**src/rtl/instr_encoder.sv**
```systemverilog
// RV32I instruction encoder: packs decoded fields into a 32-bit word behind a small output FIFO.
// Optional immediate range checking is enabled by defining INSTR_ENC_RANGE_CHECK_EN.
module instr_encoder #(
    parameter int BUF_DEPTH = 2,
    parameter int CNT_W     = 16
) (
    input  logic             clk,
    input  logic             rst_n,
    input  logic             in_valid,
    output logic             in_ready,
    input  logic [6:0]       in_opcode,
    input  logic [4:0]       in_rd,
    input  logic [4:0]       in_rs1,
    input  logic [4:0]       in_rs2,
    input  logic [2:0]       in_funct3,
    input  logic [6:0]       in_funct7,
    input  logic [31:0]      in_imm,
    output logic             out_valid,
    input  logic             out_ready,
    output logic [31:0]      out_instr,
    output logic             out_err,
    output logic [CNT_W-1:0] count
);

    localparam int AW    = (BUF_DEPTH > 1) ? $clog2(BUF_DEPTH) : 1;
    localparam int PTR_W = AW + 1;

    localparam logic [6:0] OP_LUI    = 7'h37;
    localparam logic [6:0] OP_AUIPC  = 7'h17;
    localparam logic [6:0] OP_JAL    = 7'h6F;
    localparam logic [6:0] OP_JALR   = 7'h67;
    localparam logic [6:0] OP_BRANCH = 7'h63;
    localparam logic [6:0] OP_LOAD   = 7'h03;
    localparam logic [6:0] OP_STORE  = 7'h23;
    localparam logic [6:0] OP_ALUI   = 7'h13;
    localparam logic [6:0] OP_ALU    = 7'h33;
    localparam logic [6:0] OP_SYSTEM = 7'h73;

    // True when bits [31:lsb] of v are all copies of the same bit.
    function automatic logic upper_uniform(input logic [31:0] v, input int lsb);
        logic all1, all0;
        all1 = 1'b1;
        all0 = 1'b1;
        for (int b = 0; b < 32; b++) begin
            if (b >= lsb) begin
                all1 = all1 & v[b];
                all0 = all0 & ~v[b];
            end
        end
        return all1 | all0;
    endfunction

    // Returns {err, instr}.
    function automatic logic [32:0] encode(
        input logic [6:0]  op,
        input logic [4:0]  rd,
        input logic [4:0]  rs1,
        input logic [4:0]  rs2,
        input logic [2:0]  f3,
        input logic [6:0]  f7,
        input logic [31:0] imm
    );
        logic [31:0] instr;
        logic        err;
        logic        rng;
        instr = 32'h0000_0013;
        err   = 1'b0;
        rng   = 1'b0;
        case (op)
            OP_ALU: instr = {f7, rs2, rs1, f3, rd, op};
            OP_ALUI: begin
                if (f3 == 3'b001 || f3 == 3'b101) begin
                    instr = {f7, imm[4:0], rs1, f3, rd, op};
                    rng   = (imm[31:5] != 27'd0);
                end else begin
                    instr = {imm[11:0], rs1, f3, rd, op};
                    rng   = !upper_uniform(imm, 11);
                end
            end
            OP_LOAD, OP_JALR, OP_SYSTEM: begin
                instr = {imm[11:0], rs1, f3, rd, op};
                rng   = !upper_uniform(imm, 11);
            end
            OP_STORE: begin
                instr = {imm[11:5], rs2, rs1, f3, imm[4:0], op};
                rng   = !upper_uniform(imm, 11);
            end
            OP_BRANCH: begin
                instr = {imm[12], imm[10:5], rs2, rs1, f3, imm[4:1], imm[11], op};
                rng   = !upper_uniform(imm, 12) || imm[0];
            end
            OP_LUI, OP_AUIPC: begin
                instr = {imm[31:12], rd, op};
                rng   = (imm[11:0] != 12'd0);
            end
            OP_JAL: begin
                instr = {imm[20], imm[10:1], imm[11], imm[19:12], rd, op};
                rng   = !upper_uniform(imm, 20) || imm[0];
            end
            default: begin
                instr = 32'h0000_0013;
                err   = 1'b1;
            end
        endcase
`ifdef INSTR_ENC_RANGE_CHECK_EN
        err = err | rng;
`else
        rng = 1'b0;
`endif
        return {err | rng, instr};
    endfunction

    logic [32:0]      mem_q [BUF_DEPTH];
    logic [PTR_W-1:0] wr_ptr_q, wr_ptr_d;
    logic [PTR_W-1:0] rd_ptr_q, rd_ptr_d;
    logic [CNT_W-1:0] count_q, count_d;
    logic             full, empty, push, pop;
    logic [32:0]      enc;
    logic [32:0]      head;

    assign full  = (wr_ptr_q[PTR_W-1] != rd_ptr_q[PTR_W-1]) &&
                   (wr_ptr_q[AW-1:0] == rd_ptr_q[AW-1:0]);
    assign empty = (wr_ptr_q == rd_ptr_q);

    // Ready depends only on stored state (and reset), never on out_ready.
    assign in_ready  = rst_n && !full;
    assign push      = in_valid && in_ready;
    assign pop       = out_valid && out_ready;

    assign enc       = encode(in_opcode, in_rd, in_rs1, in_rs2, in_funct3, in_funct7, in_imm);
    assign head      = mem_q[rd_ptr_q[AW-1:0]];
    assign out_valid = !empty;
    assign out_instr = empty ? 32'd0 : head[31:0];
    assign out_err   = empty ? 1'b0 : head[32];
    assign count     = count_q;

    always_comb begin
        wr_ptr_d = wr_ptr_q;
        rd_ptr_d = rd_ptr_q;
        count_d  = count_q;
        if (push) wr_ptr_d = wr_ptr_q + PTR_W'(1);
        if (pop) begin
            rd_ptr_d = rd_ptr_q + PTR_W'(1);
            count_d  = count_q + CNT_W'(1);
        end
    end

    always_ff @(posedge clk) begin
        if (!rst_n) begin
            wr_ptr_q <= '0;
            rd_ptr_q <= '0;
            count_q  <= '0;
        end else begin
            wr_ptr_q <= wr_ptr_d;
            rd_ptr_q <= rd_ptr_d;
            count_q  <= count_d;
        end
    end

    always_ff @(posedge clk) begin
        if (push) mem_q[wr_ptr_q[AW-1:0]] <= enc;
    end

endmodule
```
**config.mk**
```make
export PLATFORM = sky130hd
export DESIGN_NAME = instr_encoder
export DESIGN_NICKNAME = d
export VERILOG_FILES = /design/src/rtl/instr_encoder.sv
export SDC_FILE = /design/constraint.sdc
export NUM_CORES = 1
export LEC_CHECK = 0
export ABC_AREA = 1
export BUFFER_PORTS_ARGS = -buffer_cell sky130_fd_sc_hd__buf_2
export CORE_UTILIZATION = 55
export CTS_BUF_LIST = sky130_fd_sc_hd__clkbuf_4 sky130_fd_sc_hd__clkbuf_8
export DETAILED_ROUTE_END_ITERATION = 10
export MAX_ROUTING_LAYER = met4
export PLACE_DENSITY = 0.82
export SYNTH_ARGS = -nofsm -noshare
export SYNTH_HDL_FRONTEND = slang
export SYNTH_SLANG_ARGS = --single-unit
```
**constraint.sdc**
```tcl
create_clock -name clk -period 3.4 [get_ports clk]
set_clock_uncertainty 0.2 [all_clocks]
set_input_delay 0.68 -clock clk [delete_from_list [all_inputs] [get_ports clk]]
set_output_delay 0.68 -clock clk [all_outputs]
set_load 0.05 [all_outputs]
```
# --- Word level (Yosys, flattened, before mapping) ---
# Memories as Yosys holds them, arrays and structs flattened. A register that Yosys moved wholly into a read port is not among the register bits.
# Cells that the tools add are included.
classes:
  addsub: 3
  n_eq_ne: 15
  muxes: 9
  reduce_logical: 10
ops:
  columns: ["op", "n"]
  rows:
  - ["$pmux W32 S7", 1]
  - ["$mux W32", 2]
  - ["$eq A7 B7 Y1 const B", 4]
  - ["$eq A7 B6 Y1 const B", 3]
  - ["$add A16 B1 Y16 const B", 1]
  - ["$eq A7 B5 Y1 const B", 2]
  - ["$reduce_or A10 Y1", 1]
  - ["$eq A7 B2 Y1 const B", 1]
  - ["$mux W1", 6]
  - ["$add A2 B1 Y2 const B", 2]
  - ["$logic_and A1 B1 Y1", 4]
  - ["$eq A3 B1 Y1 const B", 1]
  - ["$eq A3 B3 Y1 const B", 1]
  - ["$reduce_or A3 Y1", 1]
  - ["$eq A2 B2 Y1", 1]
  - ["$logic_not A1 Y1", 2]
  - ["$reduce_or A2 Y1", 1]
  - ["$eq A1 B1 Y1", 1]
  - ["$logic_or A1 B1 Y1", 1]
  - ["$ne A1 B1 Y1", 1]
word_totals:
  regBits: 20
  ram_bits: 66
  in_bits: 68
  wordCells: 41
  n_memories: 1
memory_table:
  columns: ["memory", "depth", "word_bits", "read_ports", "rd_ports_with_merged_regs", "wr", "line", "rtl"]
  rows:
  - ["mem_q", 2, 33, 1, 1, 1, "113", "logic [32:0] mem_q [BUF_DEPTH];"]

# --- Logic depth before layout (Yosys ltp) ---
# Gate-level depths: netlist of the first run.
logic_depth:
  depth_word: 7
  ltp_mapped: 10
  depth_no_buf: 10

# --- Least setup slack after synthesis of the first run ---
# Ideal clock, no wire load.
synth_timing:
  path_type: "register -> output"
  startpoint: "reg wr_ptr_q[0]"
  endpoint: "out out_instr[10]"
  arrival_ns: 2.144
  t_required_ns: 2.520
  slack_ns: 0.376
  stages_incl_launch_ff: 8
  path_buffers: 1
  path_cell_list: "dfxtp_1 > inv_1 > nand2_1 > nand2_1 > nand2_1 > inv_1 > buf_1 > a21oi_1"
synth_between:
  elab_chain_len: 2
synth_rtl:
  columns: ["element", "line", "rtl"]
  rows:
  - ["start: declaration", "114", "logic [PTR_W-1:0] wr_ptr_q, wr_ptr_d;"]
  - ["start signal: assignment", "154", "wr_ptr_q <= wr_ptr_d;"]
  - ["$eq A2 B2 Y1", "123", "assign empty = (wr_ptr_q == rd_ptr_q);"]
  - ["$mux W32", "133", "assign out_instr = empty ? 32'd0 : head[31:0];"]
  - ["end: declaration", "20", "output logic [31:0] out_instr,"]
# Every way passes these cells.

# --- Worst setup path in the final report of the first run ---
layout_timing:
  startpoint: "reg wr_ptr_q[0]"
  endpoint: "out out_instr[19]"
# The elaborated chain is that of the path after synthesis.

==> impl_metrics.toml, run 1 <==
[logic_synthesis]
synth_seq_cells = 87
seq_area_frac_synth_pct = 51.3
synth-edff-count = 66
synth-main-ff-cell = "edfxtp_1"
avgSynthCellArea_um2 = 7.71
synth.cell_area_um2 = 4680
yosysWarnings = 0
syn-instance-count = 607
yosysUniqueCellTypes = 28
synthArstFlopShare_pct = 0

[sta]
worst_pin_slew_ns = 1.08
period_needed_ns = 3.23
drv_slew = 0
finalHoldViolCount = 0
fin_ws_ns = 0.172
hold_slack_ns = 0.338
grt_setup_unrepaired = "true"
slew_headroom_pct = 28.1
timing.final.crit_share_pct = 94.9
setup_viol = 0
max_freq_ghz = 0.310

[clock_tree]
cts_tree = "built"
clockBufferDepth = 2
cts_setup_buffers = 0
cts_max_level = 3
clk_pin_slew_ns = 0.09
cts_buffers = 9
post_cts_resized = 0
cts_root_buf = "clkbuf_8"
worstSkewPairLatency_ns = 0.35
cts_num_sinks = 87

[cells_and_area]
nNetsFinal = 793
fillCellCount = 702
finalNonFillerCells = 834
drive_gt1_share_pct = 21.3
num_antenna_cells = 0
area_delta_synth_final_pct = 19.1

[routing]
first_pass_iters = 7
wl_per_cell_um = 14.3
drt_wl_total_mm = 11.9
drtAntennaViolNets = 0
drc_errors = 0
viasPerCell = 5.46
route.vias.total = 4556
drtIter0Drc = 258

[job]
drv_cap = 0

[grt]
grt_max_degree = 35
grt_pass1_wl_mm = 18.2
grt_use_total_pct = 27.5
grt_overflow = 0
antenna_found_initial = 0
first_global_vias = 3989

[place]
dp_slack_ns = 0.440
hpwlAfterDp_mm = 8.38
routabilityCongestion = 0.974
place_inst = 818
portBuffers = 118

[power_and_ir_drop]
irDropWorstVdd_mv = 0.257
power.density_nw_per_um2 = 458
leakagePower_nw = 2.60
finalPower_mw = 2.56

[status]
status = "finished, final reports clean"

[critical_path]
critPathRequiredTime_ns = 2.52
cp_max_fo = 33
slowest_delay_ns = 0.80
cp_data_arrival_time_ns = 2.35
critPathKind = "flip-flop to output pin"
reg2reg_slack_ns = 1.23
cp-end-kind = "output pin"
cp_cell_sequence = "inv_1 > nand2_1 > nand2_1 > nand2_1 > inv_1 > a21oi_1 > buf_2"
cp_common_cell = "nand2_1"
start_kind = "flip-flop"
slowest_stage = "inv_1"

[floorplanning]
ios = 119
core_area_um2 = 8220
die_h_um = 94.3
num_rows = 33
die_area_um2 = 8880
start_util_pct = 57.0
die_w_um = 94.3

[min_path]
hp-class = "flip-flop to flip-flop"
## final timing paths
path                from       endpoint  cells after the start
min reg2reg  wr_ptr_q[1]    wr_ptr_q[1]                      2
max reg2reg  wr_ptr_q[0]   mem_q[0][27]                      7
max          wr_ptr_q[0]  out_instr[19]                      7
min          wr_ptr_q[1]    wr_ptr_q[1]                      2
## area by class of cell
cell class | instances | area [um^2] | area share [%]
clock buffer | 9 | 124 | 2.22
clock inverter | 7 | 71.3 | 1.28
inverter | 52 | 195 | 3.50
multi-input combinational | 449 | 2010 | 36.0
sequential | 87 | 2400 | 43.1
tap | 105 | 131 | 2.36
timing repair buffer | 125 | 643 | 11.5
## cell families after synthesis
group,synth area share [%]
and+or+nand+nor,32.5
DFF,51.3
AOI/OAI and AO/OA,9.20
buffers and inverters,6.31
xor gates and xnor gates,0.374
adders and majority gates,0.267
other,0.0801
## per-stage QoR
| stage | setup TNS (ns) | instance area [um^2] | util, % |
|---|---|---|---|
| global route | -0.0271 | 5580 | 67.9 |
| floorplan | 0 | 4690 | - |
| detailed placement | 0 | 5380 | 65.5 |
| global placement | 0 | 5380 | 65.5 |
| finish | 0 | 5580 | 67.9 |
| CTS | 0 | 5580 | 67.9 |
## power by group
part           switching [mW]  total, mW  internal (mW)  leakage [nW]
clock                   0.383      0.724          0.341        0.0937
combinational           0.489      0.629          0.139          1.71
sequential             0.0236       1.20           1.18         0.800
total                   0.895       2.56           1.66          2.60
## cells in the mapped netlist, types with 11 or more instances
cell / instances / area share [%]
a21oi_1: 50 / 5.3
clkbuf_1: 12 / 0.96
dfxtp_1: 21 / 9.0
edfxtp_1: 66 / 42
inv_1: 47 / 3.8
nand2_1: 215 / 17
nand3_1: 59 / 6.3
nand4_1: 18 / 2.4
nor2_1: 53 / 4.3
o21ai_0: 11 / 1.2
o21ai_1: 16 / 1.7
## critical path, delay by kind of cell, from the launching register on
family | cells | cell delay [ns]
flip-flops | 1 | 0.38
AO/OA/AOI/OAI | 1 | 0.11
buffers and inverters | 3 | 1.22
AND/OR/NAND/NOR | 3 | 0.28
## routing by layer
metal | vias up | global-route usage [%] | wire length, um
met2 | 217 | 44.2 | 5730
met4 | 0 | 10.3 | 221
met5 | - | - | 0
met3 | 26 | 4.69 | 926
li1 | 2250 | - | -
met1 | 2063 | 34.8 | 5030
## placed cells by master, fill, tap and decap left out, drive strengths merged
| cell | synthesis | final |
|---|---|---|
| a21boi | 5 | 5 |
| clkbuf | 12 | 9 |
| dfxtp | 21 | 21 |
| nand3 | 59 | 59 |
| and3 | 5 | 5 |
| inv | 52 | 54 |
| a21oi | 50 | 50 |
| o211ai | 1 | 1 |
| nor3 | 3 | 3 |
| nand4 | 18 | 18 |
| nor2 | 55 | 55 |
| o21ai | 27 | 27 |
| nand2 | 219 | 219 |
| edfxtp | 66 | 66 |
| buf | 10 | 125 |
| xor2 | 2 | 2 |
| ha | 1 | 1 |
| clkinv | 0 | 2 |
| bufinv | 0 | 1 |
| clkinvlp | 0 | 2 |
| conb | 1 | 4 |
## repair_timing
action,4_1_cts,5_1_grt
endpoints found under the setup margin,0,3
hold buffers,0,0
hold endpoints to repair,0,0
## sequential cells by signal, summed over array words and instances, names as in the netlist, named ones only
| name | cells |
|---|---|
| mem_q | 66 |
| rd_ptr_q | 2 |
| wr_ptr_q | 2 |
| count | 16 |
No activity file was read; power rests on OpenSTA's default activity.
==> inputs of run 2 (changes only) <==
- GPL_TIMING_DRIVEN: default -> 0
==> run 2 against run 1 <==
  * Register-to-register slack worse by 0.28 ns
  * Sequential share of layout area down 0.47 points
  * Utilization up 0.75 points
  * Flip-flop and latch count unchanged
  * Worst setup slack better by 0.11 ns
  * Worst hold slack worse by 0.0028 ns
  * Highest routed layer unchanged
  * Non-clock buffer count up 15
  * Sequential power about the same
  * Critical path type unchanged
==> impl_metrics.toml, run 2 (synthesis results as in run 1) <==
[routing]
wl_per_cell_um = 14.5
drt_wl_total_mm = 12.3
route.vias.total = 4672
drtAntennaViolNets = 0
first_pass_iters = 6
drtIter0Drc = 221
viasPerCell = 5.50
drc_errors = 0

[grt]
grt_overflow = 0
antenna_found_initial = 0
grt_max_degree = 35
grt_pass1_wl_mm = 19.1
grt_use_total_pct = 29.2
first_global_vias = 4151

[sta]
worst_pin_slew_ns = 0.984
max_freq_ghz = 0.321
timing.final.crit_share_pct = 91.8
setup_tns_ns = 0
drv_slew = 0
grt_setup_unrepaired = "false"
slew_headroom_pct = 34.2
finalHoldViolCount = 0
setup_viol = 0
period_needed_ns = 3.12

[cells_and_area]
final_common_cell = "nand2_1"
design_area_um2 = 5640
final_cell_mix = "215 x nand2_1, 123 x buf_2, 66 x edfxtp_1"
utilization_pct = 68.6
fillCellCount = 689
drive_gt1_share_pct = 21.1
multi_input_area_um2 = 2010
nNetsFinal = 808
num_antenna_cells = 0
area_delta_synth_final_pct = 20.4
largest_reg_flops = 66
seq_area_um2 = 2400

[critical_path]
worstPathBufferInverterCount = 4
cp_data_arrival_time_ns = 2.24
start_kind = "flip-flop"
critPathRequiredTime_ns = 2.52
cp_common_cell = "nand2_1"
crit_family = "buffers and inverters"
slowest_delay_ns = 0.43
cp_cell_sequence = "inv_1 > nand2_1 > nand2_1 > nand2_1 > inv_1 > clkbuf_1 > a21oi_1 > buf_2"
critPathKind = "flip-flop to output pin"
cp_max_fo = 10
slowest_stage = "dfxtp_1"
cp-end-kind = "output pin"

[power_and_ir_drop]
power.density_nw_per_um2 = 466
irDropWorstVdd_mv = 0.218
finalPower_mw = 2.63
leakagePower_nw = 2.63

[status]
status = "finished, final reports clean"

[job]
drv_cap = 0

[floorplanning]
die_h_um = 94.3
ios = 119
die_w_um = 94.3
num_rows = 33
start_util_pct = 57.0
core_area_um2 = 8220
die_area_um2 = 8880

[place]
portBuffers = 118
hpwlAfterDp_mm = 9.18
routabilityCongestion = 0.948
dpl_cell_area_um2 = 5430

[clock_tree]
clk_pin_slew_ns = 0.09
cts_tree = "built"
cts_buffers = 9
cts_setup_buffers = 0
clockBufferDepth = 2
cts_max_level = 3
cts_num_sinks = 87
worstSkewPairLatency_ns = 0.37
cts_root_buf = "clkbuf_8"
post_cts_resized = 0
hold_buffers = 0

[min_path]
hp-class = "flip-flop to flip-flop"
[run 2: changes by cell type in the layout (fill, tap and decap cells not counted)]
| cell | previous run | this run |
|---|---|---|
| clkinv_2 | 1 | 0 |
| inv_8 | 0 | 1 |
| buf_1 | 0 | 2 |
| clkbuf_1 | 0 | 12 |
| clkinv_1 | 1 | 0 |
| buf_2 | 118 | 123 |
| inv_6 | 2 | 5 |
| clkinvlp_4 | 2 | 0 |
| buf_4 | 7 | 3 |
[run 2: final timing paths]
path / cells past startpoint / slack (ns) / startpoint / end
setup / recovery: 8 / 0.28 / wr_ptr_q[0] / out_instr[30]
hold / removal: 4 / 0.33 / count[15] / count[15]
setup reg to reg: 6 / 0.95 / wr_ptr_q[0] / mem_q[1][2]
hold reg to reg: 4 / 0.33 / count[15] / count[15]
[run 2: metal layers]
metal | vias up | GRT usage, % | part of all wire, %
li1 | 2280 | - | -
met1 | 2131 | 34.4 | 39
met2 | 232 | 49.8 | 51
met3 | 29 | 5.42 | 8.4
met4 | 0 | 10.3 | 2.1
met5 | - | - | 0
[run 2: final cells by class]
class | count | share of cell area [%]
Buffer | 22 | 1.78
Clock buffer | 9 | 2.20
Clock inverter | 7 | 1.51
Inverter | 52 | 3.46
Multi-Input combinational cell | 449 | 35.6
Sequential cell | 87 | 42.6
Tap cell | 105 | 2.33
Timing Repair Buffer | 118 | 10.5
[run 2: tightest hold or removal path, delay by kind of cell (launching register included)]
family / cells / cell delay (ns)
buf+inv: 1 / 0.05
flops: 1 / 0.33
simple gates: 3 / 0.12
[run 2: power breakdown]
group	switching [mW]	internal (mW)	leakage [nW]
clock network	0.415	0.358	0.108
registers	0.0163	1.18	0.800
logic	0.512	0.143	1.72
[run 2: per-stage QoR]
stage / instances / setup slack, ns / hold slack (ns)
floorplan: 610 / 0.376 / 0.283
global placement: 833 / -0.268 / 0.298
detailed placement: 833 / 0.673 / 0.320
CTS: 849 / 0.264 / 0.335
global route: 849 / 0.149 / 0.368
finish: 849 / 0.280 / 0.335
